===== config.mk =====
export PLATFORM = sky130hd
export DESIGN_NAME = seven_segment_scan_driver
export DESIGN_NICKNAME = d
export VERILOG_FILES = /design/src/rtl/seven_segment_scan_driver.sv
export SDC_FILE = /design/constraint.sdc
export NUM_CORES = 1
export LEC_CHECK = 0
export BUFFER_PORTS_ARGS = -buffer_cell sky130_fd_sc_hd__buf_2
export CORE_AREA = 2 2 118 120
export DETAILED_ROUTE_END_ITERATION = 8
export DIE_AREA = 0 0 120 122
export GPL_TIMING_DRIVEN = 0
export PLACE_DENSITY_LB_ADDON = 0.05
export REMOVE_ABC_BUFFERS = 1
export SETUP_SLACK_MARGIN = 0.15
export SYNTH_ARGS = -nofsm -noshare
export SYNTH_HDL_FRONTEND = slang
export SYNTH_SLANG_ARGS = --single-unit

===== constraint.sdc =====
create_clock -name clk -period 2.45 [get_ports clk]
set_input_delay 0.49 -clock clk [delete_from_list [all_inputs] [get_ports clk]]
set_output_delay 0.49 -clock clk [all_outputs]
set_load 0.02 [all_outputs]

===== src/rtl/seven_segment_scan_driver.sv =====
// seven_segment_scan_driver
// Time-multiplexed N-digit seven-segment driver. A pending frame is written by
// load; the active frame is swapped in only when the scan wraps to digit 0, so
// a digit never changes in the middle of a frame. Decodes hex 0-F with per-digit
// decimal point, forced blanking and optional leading-zero suppression.
module seven_segment_scan_driver #(
    parameter int NUM_DIGITS       = 4,
    parameter int SCAN_DIV         = 50000,
    parameter int SEG_ACTIVE_LOW   = 1,
    parameter int DIGIT_ACTIVE_LOW = 1,
    parameter int LZ_SUPPRESS      = 1
) (
    input  logic                      clk,
    input  logic                      reset,
    input  logic                      load,
    input  logic [4*NUM_DIGITS-1:0]   bcd_in,
    input  logic [NUM_DIGITS-1:0]     dp_in,
    input  logic [NUM_DIGITS-1:0]     blank_in,
    output logic [6:0]                seg_out,
    output logic                      dp_out,
    output logic [NUM_DIGITS-1:0]     digit_en,
    output logic                      frame_start
);

    localparam int IW = $clog2(NUM_DIGITS);
    localparam int PW = $clog2(SCAN_DIV);

    localparam logic [PW-1:0] PRESC_LAST = PW'(SCAN_DIV - 1);
    localparam logic [IW-1:0] IDX_LAST   = IW'(NUM_DIGITS - 1);

    // Idle (unlit / deselected) pin levels, which depend on board polarity.
    localparam logic [6:0] SEG_OFF = (SEG_ACTIVE_LOW != 0) ? 7'h7F : 7'h00;
    localparam logic       DP_OFF  = (SEG_ACTIVE_LOW != 0);
    localparam logic [NUM_DIGITS-1:0] DIG_OFF =
        (DIGIT_ACTIVE_LOW != 0) ? {NUM_DIGITS{1'b1}} : {NUM_DIGITS{1'b0}};

    // Hex digit to active-high segments {g,f,e,d,c,b,a}.
    function automatic logic [6:0] hex_to_seg(input logic [3:0] v);
        logic [6:0] s;
        case (v)
            4'h0:    s = 7'b0111111;
            4'h1:    s = 7'b0000110;
            4'h2:    s = 7'b1011011;
            4'h3:    s = 7'b1001111;
            4'h4:    s = 7'b1100110;
            4'h5:    s = 7'b1101101;
            4'h6:    s = 7'b1111101;
            4'h7:    s = 7'b0000111;
            4'h8:    s = 7'b1111111;
            4'h9:    s = 7'b1100111;
            4'hA:    s = 7'b1110111;
            4'hB:    s = 7'b1111100;
            4'hC:    s = 7'b0111001;
            4'hD:    s = 7'b1011110;
            4'hE:    s = 7'b1111001;
            default: s = 7'b1110001;
        endcase
        return s;
    endfunction

    // Input buses viewed as per-digit nibbles.
    logic [NUM_DIGITS-1:0][3:0] bcd_vec;
    assign bcd_vec = bcd_in;

    // Scan position.
    logic [PW-1:0] presc;
    logic [IW-1:0] idx;
    logic          slot_end;
    logic          frame_end;

    assign slot_end  = (presc == PRESC_LAST);
    assign frame_end = slot_end && (idx == IDX_LAST);

    // Double-buffered frame.
    logic [NUM_DIGITS-1:0][3:0] pend_bcd, act_bcd;
    logic [NUM_DIGITS-1:0]      pend_dp, act_dp;
    logic [NUM_DIGITS-1:0]      pend_blank, act_blank;

    // Delayed wrap marker so frame_start lines up with the registered outputs.
    logic wrap_q;

    // Prescaler and digit index: advance one digit every SCAN_DIV cycles.
    always_ff @(posedge clk) begin
        if (reset) begin
            presc <= '0;
            idx   <= '0;
        end else if (slot_end) begin
            presc <= '0;
            idx   <= (idx == IDX_LAST) ? '0 : idx + 1'b1;
        end else begin
            presc <= presc + 1'b1;
        end
    end

    // Pending bank: last load before the frame boundary wins.
    always_ff @(posedge clk) begin
        if (reset) begin
            pend_bcd   <= '0;
            pend_dp    <= '0;
            pend_blank <= '0;
        end else if (load) begin
            pend_bcd   <= bcd_vec;
            pend_dp    <= dp_in;
            pend_blank <= blank_in;
        end
    end

    // Active bank: swap at the wrap; a load on that same edge bypasses pending.
    always_ff @(posedge clk) begin
        if (reset) begin
            act_bcd   <= '0;
            act_dp    <= '0;
            act_blank <= '0;
        end else if (frame_end) begin
            act_bcd   <= load ? bcd_vec  : pend_bcd;
            act_dp    <= load ? dp_in    : pend_dp;
            act_blank <= load ? blank_in : pend_blank;
        end
    end

    // Leading-zero chain: lead_zero[i] means digits i..top are all zero/blank.
    logic [NUM_DIGITS-1:0] digit_zero;
    logic [NUM_DIGITS-1:0] lead_zero;
    logic [NUM_DIGITS-1:0] dark;

    assign lead_zero[NUM_DIGITS-1] = digit_zero[NUM_DIGITS-1];

    for (genvar g = 0; g < NUM_DIGITS; g++) begin : g_digit
        assign digit_zero[g] = act_blank[g] || (act_bcd[g] == 4'h0);
        if (g < NUM_DIGITS - 1) begin : g_chain
            assign lead_zero[g] = digit_zero[g] && lead_zero[g+1];
        end
        // Digit 0 always shows something unless explicitly blanked.
        if (g == 0 || LZ_SUPPRESS == 0) begin : g_nolz
            assign dark[g] = act_blank[g];
        end else begin : g_lz
            assign dark[g] = act_blank[g] || lead_zero[g];
        end
    end

    // Current-digit decode, active-high before polarity.
    logic [6:0]            cur_seg;
    logic                  cur_dp;
    logic [NUM_DIGITS-1:0] cur_sel;

    assign cur_seg = dark[idx] ? 7'h00 : hex_to_seg(act_bcd[idx]);
    assign cur_dp  = !dark[idx] && act_dp[idx];
    assign cur_sel = {{(NUM_DIGITS-1){1'b0}}, 1'b1} << idx;

    // Output pins: registered, polarity applied last.
    always_ff @(posedge clk) begin
        if (reset) begin
            seg_out     <= SEG_OFF;
            dp_out      <= DP_OFF;
            digit_en    <= DIG_OFF;
            wrap_q      <= 1'b0;
            frame_start <= 1'b0;
        end else begin
            seg_out     <= (SEG_ACTIVE_LOW != 0)   ? ~cur_seg : cur_seg;
            dp_out      <= (SEG_ACTIVE_LOW != 0)   ? ~cur_dp  : cur_dp;
            digit_en    <= (DIGIT_ACTIVE_LOW != 0) ? ~cur_sel : cur_sel;
            wrap_q      <= frame_end;
            frame_start <= wrap_q;
        end
    end

endmodule

==> impl_metrics.tcl, run 1 <==
set metrics [dict create \
    synthCells 313 \
    die_area_um2 14600 \
    slew_viol_final 0 \
    drtAntennaViolNets 0 \
    hpwl_mm 4.93 \
    grt_pass1_vias 2286 \
    syn_area_per_cell_um2 10.5 \
    tns_ps 0 \
    clock-sinks 80 \
    ios 40 \
    nets 386 \
    relSlewSlack_pct 47.2 \
    antenna_cells 0 \
    cts_tree "yes" \
    cp_cell_sequence "mux4_2 > inv_1 > ha_1 > mux2_1 > o22ai_1 > nand3_1" \
    synth_seq_area_share_pct 48.9 \
    postCtsHoldBufs 0 \
    cp.required_ps 2650 \
    area_growth_pct 20.5 \
    critPathTopFamily "multiplexers" \
    hold_viol 0 \
    overflow 0 \
    cts_made_buffers 9 \
    fillCellCount 1441 \
    first_iter_violations 75 \
    grt_first_pass_wirelength_mm 12.0 \
    stdcell_area_um2 3950 \
    cp.arrival_ps 2360 \
    max_freq_mhz 463 \
    crit_type "reg -> reg" \
    path_depth 6 \
    drv_cap 0 \
    synth_top_area_cell "dfxtp_1" \
    via_per_inst 4.33 \
    min_period_ps 2160 \
    slowest_delay_ps 590 \
    numPlacedInstances 514 \
    hold_class "in -> reg" \
    dp_slack_ps -95.1 \
    fin_ws_ps 291 \
    dpl_cell_area_um2 3600 \
    reg2reg_to "seg_out[3]$_SDFF_PP1_" \
    initial_core_util_pct 24.2 \
    row_count 43 \
    yosys-top-cells-area "dfxtp_1, mux2i_1, nor2_1" \
    wl_per_cell_um 13.7 \
    start_kind "flip-flop" \
    slowest_stage "mux4_2" \
    clk_latency_ps 350 \
    ys_seq_elements 80 \
    instances_no_fill 534 \
    power_mw 2.93 \
    setup_violations 0 \
    core_um2 13500 \
    busiest_layer "met2" \
    p_leak_nw 1.63 \
    cts_root_buffer "clkbuf_16" \
    reg2regPathDepth 6 \
    rsz0062_at_grt "no" \
    antenna_found_initial 0 \
    cellPowerDensity_nw_per_um2 742 \
    worst_pin_slew_ps 792 \
    endpoint_kind "flip-flop" \
    drc_errors 0 \
    synth_ff_type "dfxtp_1" \
    hold_ws_ps 439 \
    htree_levels 3 \
    endpoint "seg_out[3]$_SDFF_PP1_" \
    synth_edf_count 0 \
    fp.dieW_um 120 \
    syn-cell-area_um2 3270 \
    ys_types 43 \
    met1_usage_pct 13.7 \
    netlist.area_leader.share_pct 48.9 \
    crit_buf_inv 1 \
    timing.rr.start "idx[0]$_SDFFE_PP0N_" \
    drtPass1Iterations 4 \
    port_buffers 39 \
    yosysWarnings 0 \
    wirelength_mm 7.34 \
    setup.worst_path.start "idx[0]$_SDFFE_PP0N_" \
    r2r_slack_ps 290 \
    fp.dieH_um 122 \
    met2_usage_pct 16.5 \
    post-route-util_pct 29.2 \
    critical_path.max_fanout 7 \
    use_met3_pct 3.56 \
    clock_path_buffers 2 \
    track_usage_pct 10.9 \
    vdd_drop_max_mv 0.222 \
    grt_max_degree 39 \
    clkTransAtPathRegs_ps 60 \
    clock_skew_ps 8.90 \
    status "finished, final reports clean" \
    vias 2311 \
    globalplace.congestion 0.739 \
    drive_gt1_share_pct 20.1 \
    synthArstFlopShare_pct 0 \
    finalCritPeriodShare_pct 88.1 \
]
[layout by cell type (no fill, tap or decap), types with 2 or more instances in the layout]
cell type  count
dfxtp_1       78
nor2_1        48
buf_2         39
mux2i_1       29
o22a_1        20
nand3_1       16
xnor2_1       12
ha_1          10
inv_1          9
nand2b_1       9
clkbuf_16      9
nor4_1         7
nand2_1        7
mux4_2         5
nand4_1        5
o2111ai_1      3
nor3_1         3
o21ai_1        3
clkbuf_1       3
buf_4          3
or3_1          2
nor2b_1        2
mux2_1         2
xor2_1         2
a21oi_1        2
bufinv_16      2
[metal layers]
layer | routed length (um) | part of all wire [%]
met1 | 3630 | 49
met2 | 3270 | 45
met3 | 266 | 3.6
met4 | 173 | 2.4
met5 | 0 | 0
[tightest hold or removal path, cell delays in order]
cell	delay [ps]
buf_2	80
mux2i_1	50
nor2_1	120
[cell usage after synthesis (4+ instances only)]
| cell type | instances |
|---|---|
| inv_1 | 9 |
| nand2_1 | 7 |
| ha_1 | 10 |
| nor4_1 | 7 |
| o22a_1 | 20 |
| clkbuf_1 | 4 |
| nand4_1 | 5 |
| dfxtp_1 | 80 |
| xnor2_1 | 12 |
| buf_2 | 9 |
| mux4_2 | 5 |
| nand3_1 | 16 |
| buf_6 | 4 |
| nor2_1 | 48 |
| mux2i_1 | 29 |
| nand2b_1 | 9 |
[state kept, by name, indices dropped and copies added (netlist names)]
register     count
pend_blank       4
idx              2
dp_out           1
act_dp           4
digit_en         4
wrap_q           1
act_bcd         16
pend_bcd        16
act_blank        4
seg_out          7
presc           16
pend_dp          4
frame_start      1
[power breakdown]
part           internal (mW)  leakage (nW)  switching, mW  total (mW)
logic                 0.0558         0.822         0.0744       0.130
registers               1.33         0.654         0.0108        1.34
clock network          0.920         0.154          0.533        1.45
total                   2.31          1.63          0.618        2.93
[worst min path at each step]
stage	slack, ps	to	start	cells after the start
floorplan	410	frame_start$_SDFF_PP0_	wrap_q$_SDFF_PP0_	1
global route	440	pend_bcd[12]$_SDFF_PP0_	bcd_in[12]	3
detailed placement	440	frame_start$_SDFF_PP0_	wrap_q$_SDFF_PP0_	1
finish	440	pend_bcd[12]$_SDFF_PP0_	bcd_in[12]	3
CTS	430	pend_dp[1]$_SDFF_PP0_	dp_in[1]	3
global placement	430	frame_start$_SDFF_PP0_	wrap_q$_SDFF_PP0_	1
[cell families (layout without fill, tap and decap cells)]
logic type      Yosys count  in the layout  share of synthesized area, %
compound gates           38             38                          9.67
xor+xnor                 14             14                          3.74
fa+ha+maj                10             10                          3.82
buf+inv                  29             70                          4.70
flops                    80             80                          48.9
mux                      36             36                          13.0
simple gates            106            106                          16.2
[cell type report]
cell class	count	area (um2)	area share [%]
repair buffers	44	238	6.03
inverters	10	37.5	0.951
multi-input cells	204	1520	38.6
clock buffers	13	250	6.34
well taps	180	225	5.71
flip-flops and latches	80	1610	40.7
clock inverters	3	65.1	1.65
[timing repair]
action | CTS | global route
gates resized for setup | 2 | 1
setup buffers | 0 | 4
endpoints found under the hold margin | 0 | 0
endpoints found under the setup margin | 4 | 1
No activity file was read; power rests on OpenSTA's default activity.
==> run 2, diff against run 1 <==
--- a/config.mk
+++ b/config.mk
@@ -6,9 +6,9 @@
 export NUM_CORES = 1
 export LEC_CHECK = 0
 export BUFFER_PORTS_ARGS = -buffer_cell sky130_fd_sc_hd__buf_2
-export CORE_AREA = 2 2 118 120
+export CORE_AREA = 2 2 89 91
 export DETAILED_ROUTE_END_ITERATION = 8
-export DIE_AREA = 0 0 120 122
+export DIE_AREA = 0 0 91 93
 export GPL_TIMING_DRIVEN = 0
 export PLACE_DENSITY_LB_ADDON = 0.05
 export REMOVE_ABC_BUFFERS = 1
==> constraint.sdc (replaced) <==
create_clock -name clk -period 1.9 [get_ports clk]
set_input_delay 0.38 -clock clk [delete_from_list [all_inputs] [get_ports clk]]
set_output_delay 0.38 -clock clk [all_outputs]
set_load 0.02 [all_outputs]
==> run 2 against run 1 <==
The flow now finishes with violations (negative setup slack). Sequential share of layout area down 0.071 points. Wire length fell by 10%. Highest routed layer unchanged. Final cell count down 12%. Die area shrank 42%. Clock-buffer cell count fell by 4. Hold slack worse by 120 ps. Largest cell class is now multi-input combinational cells.
==> impl_metrics.tcl, run 2 (synthesized netlist as in run 1, its figures left out) <==
set metrics [dict create \
    status "finished, violations left" \
    failed_checks "negative setup slack" \
    area_growth_pct 20.8 \
    timing.rr.start "idx[0]$_SDFFE_PP0N_" \
    critical_path.max_fanout 5 \
    stdcell_area_um2 3960 \
    globalplace.congestion 0.727 \
    row_count 32 \
    p_leak_nw 1.65 \
    overflow 0 \
    drive_gt1_share_pct 28.1 \
    setup.worst_path.start "idx[0]$_SDFFE_PP0N_" \
    initial_core_util_pct 43.5 \
    cellPowerDensity_nw_per_um2 808 \
    crit_buf_inv 1 \
    hpwl_mm 4.00 \
    fin_ws_ps -33.6 \
    cts_root_buffer "clkbuf_8" \
    grt_max_degree 39 \
    clock_path_buffers 2 \
    vias 2390 \
    multi_input_area_um2 1640 \
    final-seq-area_um2 1610 \
    drtAntennaViolNets 0 \
    reg2regPathDepth 6 \
    rsz0062_at_grt "yes" \
    tns_ps -35.7 \
    drc_errors 0 \
    nets 399 \
    post-route-util_pct 52.5 \
    min_period_ps 1930 \
    fp.dieW_um 91 \
    critPathTopFamily "multiplexers" \
    endpoint "seg_out[3]$_SDFF_PP1_" \
    antenna_found_initial 0 \
    slowest_delay_ps 590 \
    clk_latency_ps 350 \
    cp.arrival_ps 2150 \
    cp.required_ps 2120 \
    drtPass1Iterations 4 \
    start_kind "flip-flop" \
    first_iter_violations 150 \
    reg2reg_to "seg_out[3]$_SDFF_PP1_" \
    slowest_stage "mux4_2" \
    clkTransAtPathRegs_ps 90 \
    path_depth 6 \
    core_um2 7530 \
    hold_viol 0 \
    max_freq_mhz 517 \
    antenna_cells 0 \
    clock-sinks 80 \
    cts_tree "yes" \
    track_usage_pct 16.3 \
    cts_made_buffers 9 \
    drv_cap 0 \
    setup_violations 2 \
    r2r_slack_ps -30 \
    dpl_cell_area_um2 3480 \
    via_per_inst 5.10 \
    instances_no_fill 469 \
    power_mw 3.19 \
    reg.largest.list "act_bcd (16), pend_bcd (16), presc (16)" \
    vdd_drop_max_mv 0.415 \
    clock_skew_ps 9.13 \
    ios 40 \
    worst_pin_slew_ps 805 \
    fp.dieH_um 93 \
    final_common_cell "dfxtp_1" \
    mostFrequentLayoutCells "dfxtp_1, nor2_1, buf_2" \
    slew_viol_final 0 \
    finalCritPeriodShare_pct 102 \
    worstHoldStart "bcd_in[3]" \
    grt_first_pass_wirelength_mm 11.0 \
    relSlewSlack_pct 46.4 \
    endpoint_kind "flip-flop" \
    grt_pass1_vias 2298 \
    crit_type "reg -> reg" \
    wirelength_mm 6.60 \
    htree_levels 3 \
    port_buffers 39 \
    die_area_um2 8460 \
    numPlacedInstances 435 \
    cp_cell_sequence "mux4_2 > inv_2 > ha_4 > mux2_4 > o22ai_2 > nand3_1" \
    fillCellCount 710 \
    hold_class "in -> reg" \
    postCtsHoldBufs 0 \
    wl_per_cell_um 14.1 \
]
run 2: cell type report:
type                    count  area share, %
clock buffers               9           3.13
clock inverters             7           2.15
inverters                  10          0.949
multi-input cells         206           41.4
flip-flops and latches     80           40.7
well taps                 102           3.23
repair buffers             55           8.45
run 2: worst register-to-register path, stage by stage, from the launching register on:
cell     delay [ps]
dfxtp_4         380
mux4_2          590
inv_2           130
ha_4            220
mux2_4          260
o22ai_2         140
nand3_1          90
run 2: stage by stage:
step / setup WS [ps] / hold slack, ps
6_report: -33.6 / 316
5_1_grt: -113 / 318
4_1_cts: -38.0 / 302
3_5_place_dp: -638 / 443
3_3_place_gp: -711 / 429
2_1_floorplan: -393 / 414
run 2: what timing repair did:
item | 4_1_cts | 5_1_grt
cloned | 1 | 1
endpoints found under the setup margin | 48 | 45
resized for setup | 26 | 6
pin swaps | 12 | 3
buffers inserted | 11 | 5
run 2: worst min-delay path by stage:
| stage | to | slack (ps) | cells after the start |
|---|---|---|---|
| global route | pend_bcd[3]$_SDFF_PP0_ | 320 | 3 |
| detailed placement | frame_start$_SDFF_PP0_ | 440 | 1 |
| global placement | frame_start$_SDFF_PP0_ | 430 | 1 |
| floorplan | frame_start$_SDFF_PP0_ | 410 | 1 |
| finish | pend_bcd[3]$_SDFF_PP0_ | 320 | 3 |
| CTS | pend_bcd[3]$_SDFF_PP0_ | 300 | 3 |
run 2: report_power, final:
part,switching (mW),internal [mW]
clock,0.662,0.637
combinational,0.0935,0.0716
sequential,0.0135,1.72
run 2: metal layers:
metal	GRT usage (%)	routed length (um)
met5	0	0
met4	9.09	97
met3	3.38	207
met2	26.8	3250
met1	19.9	3050
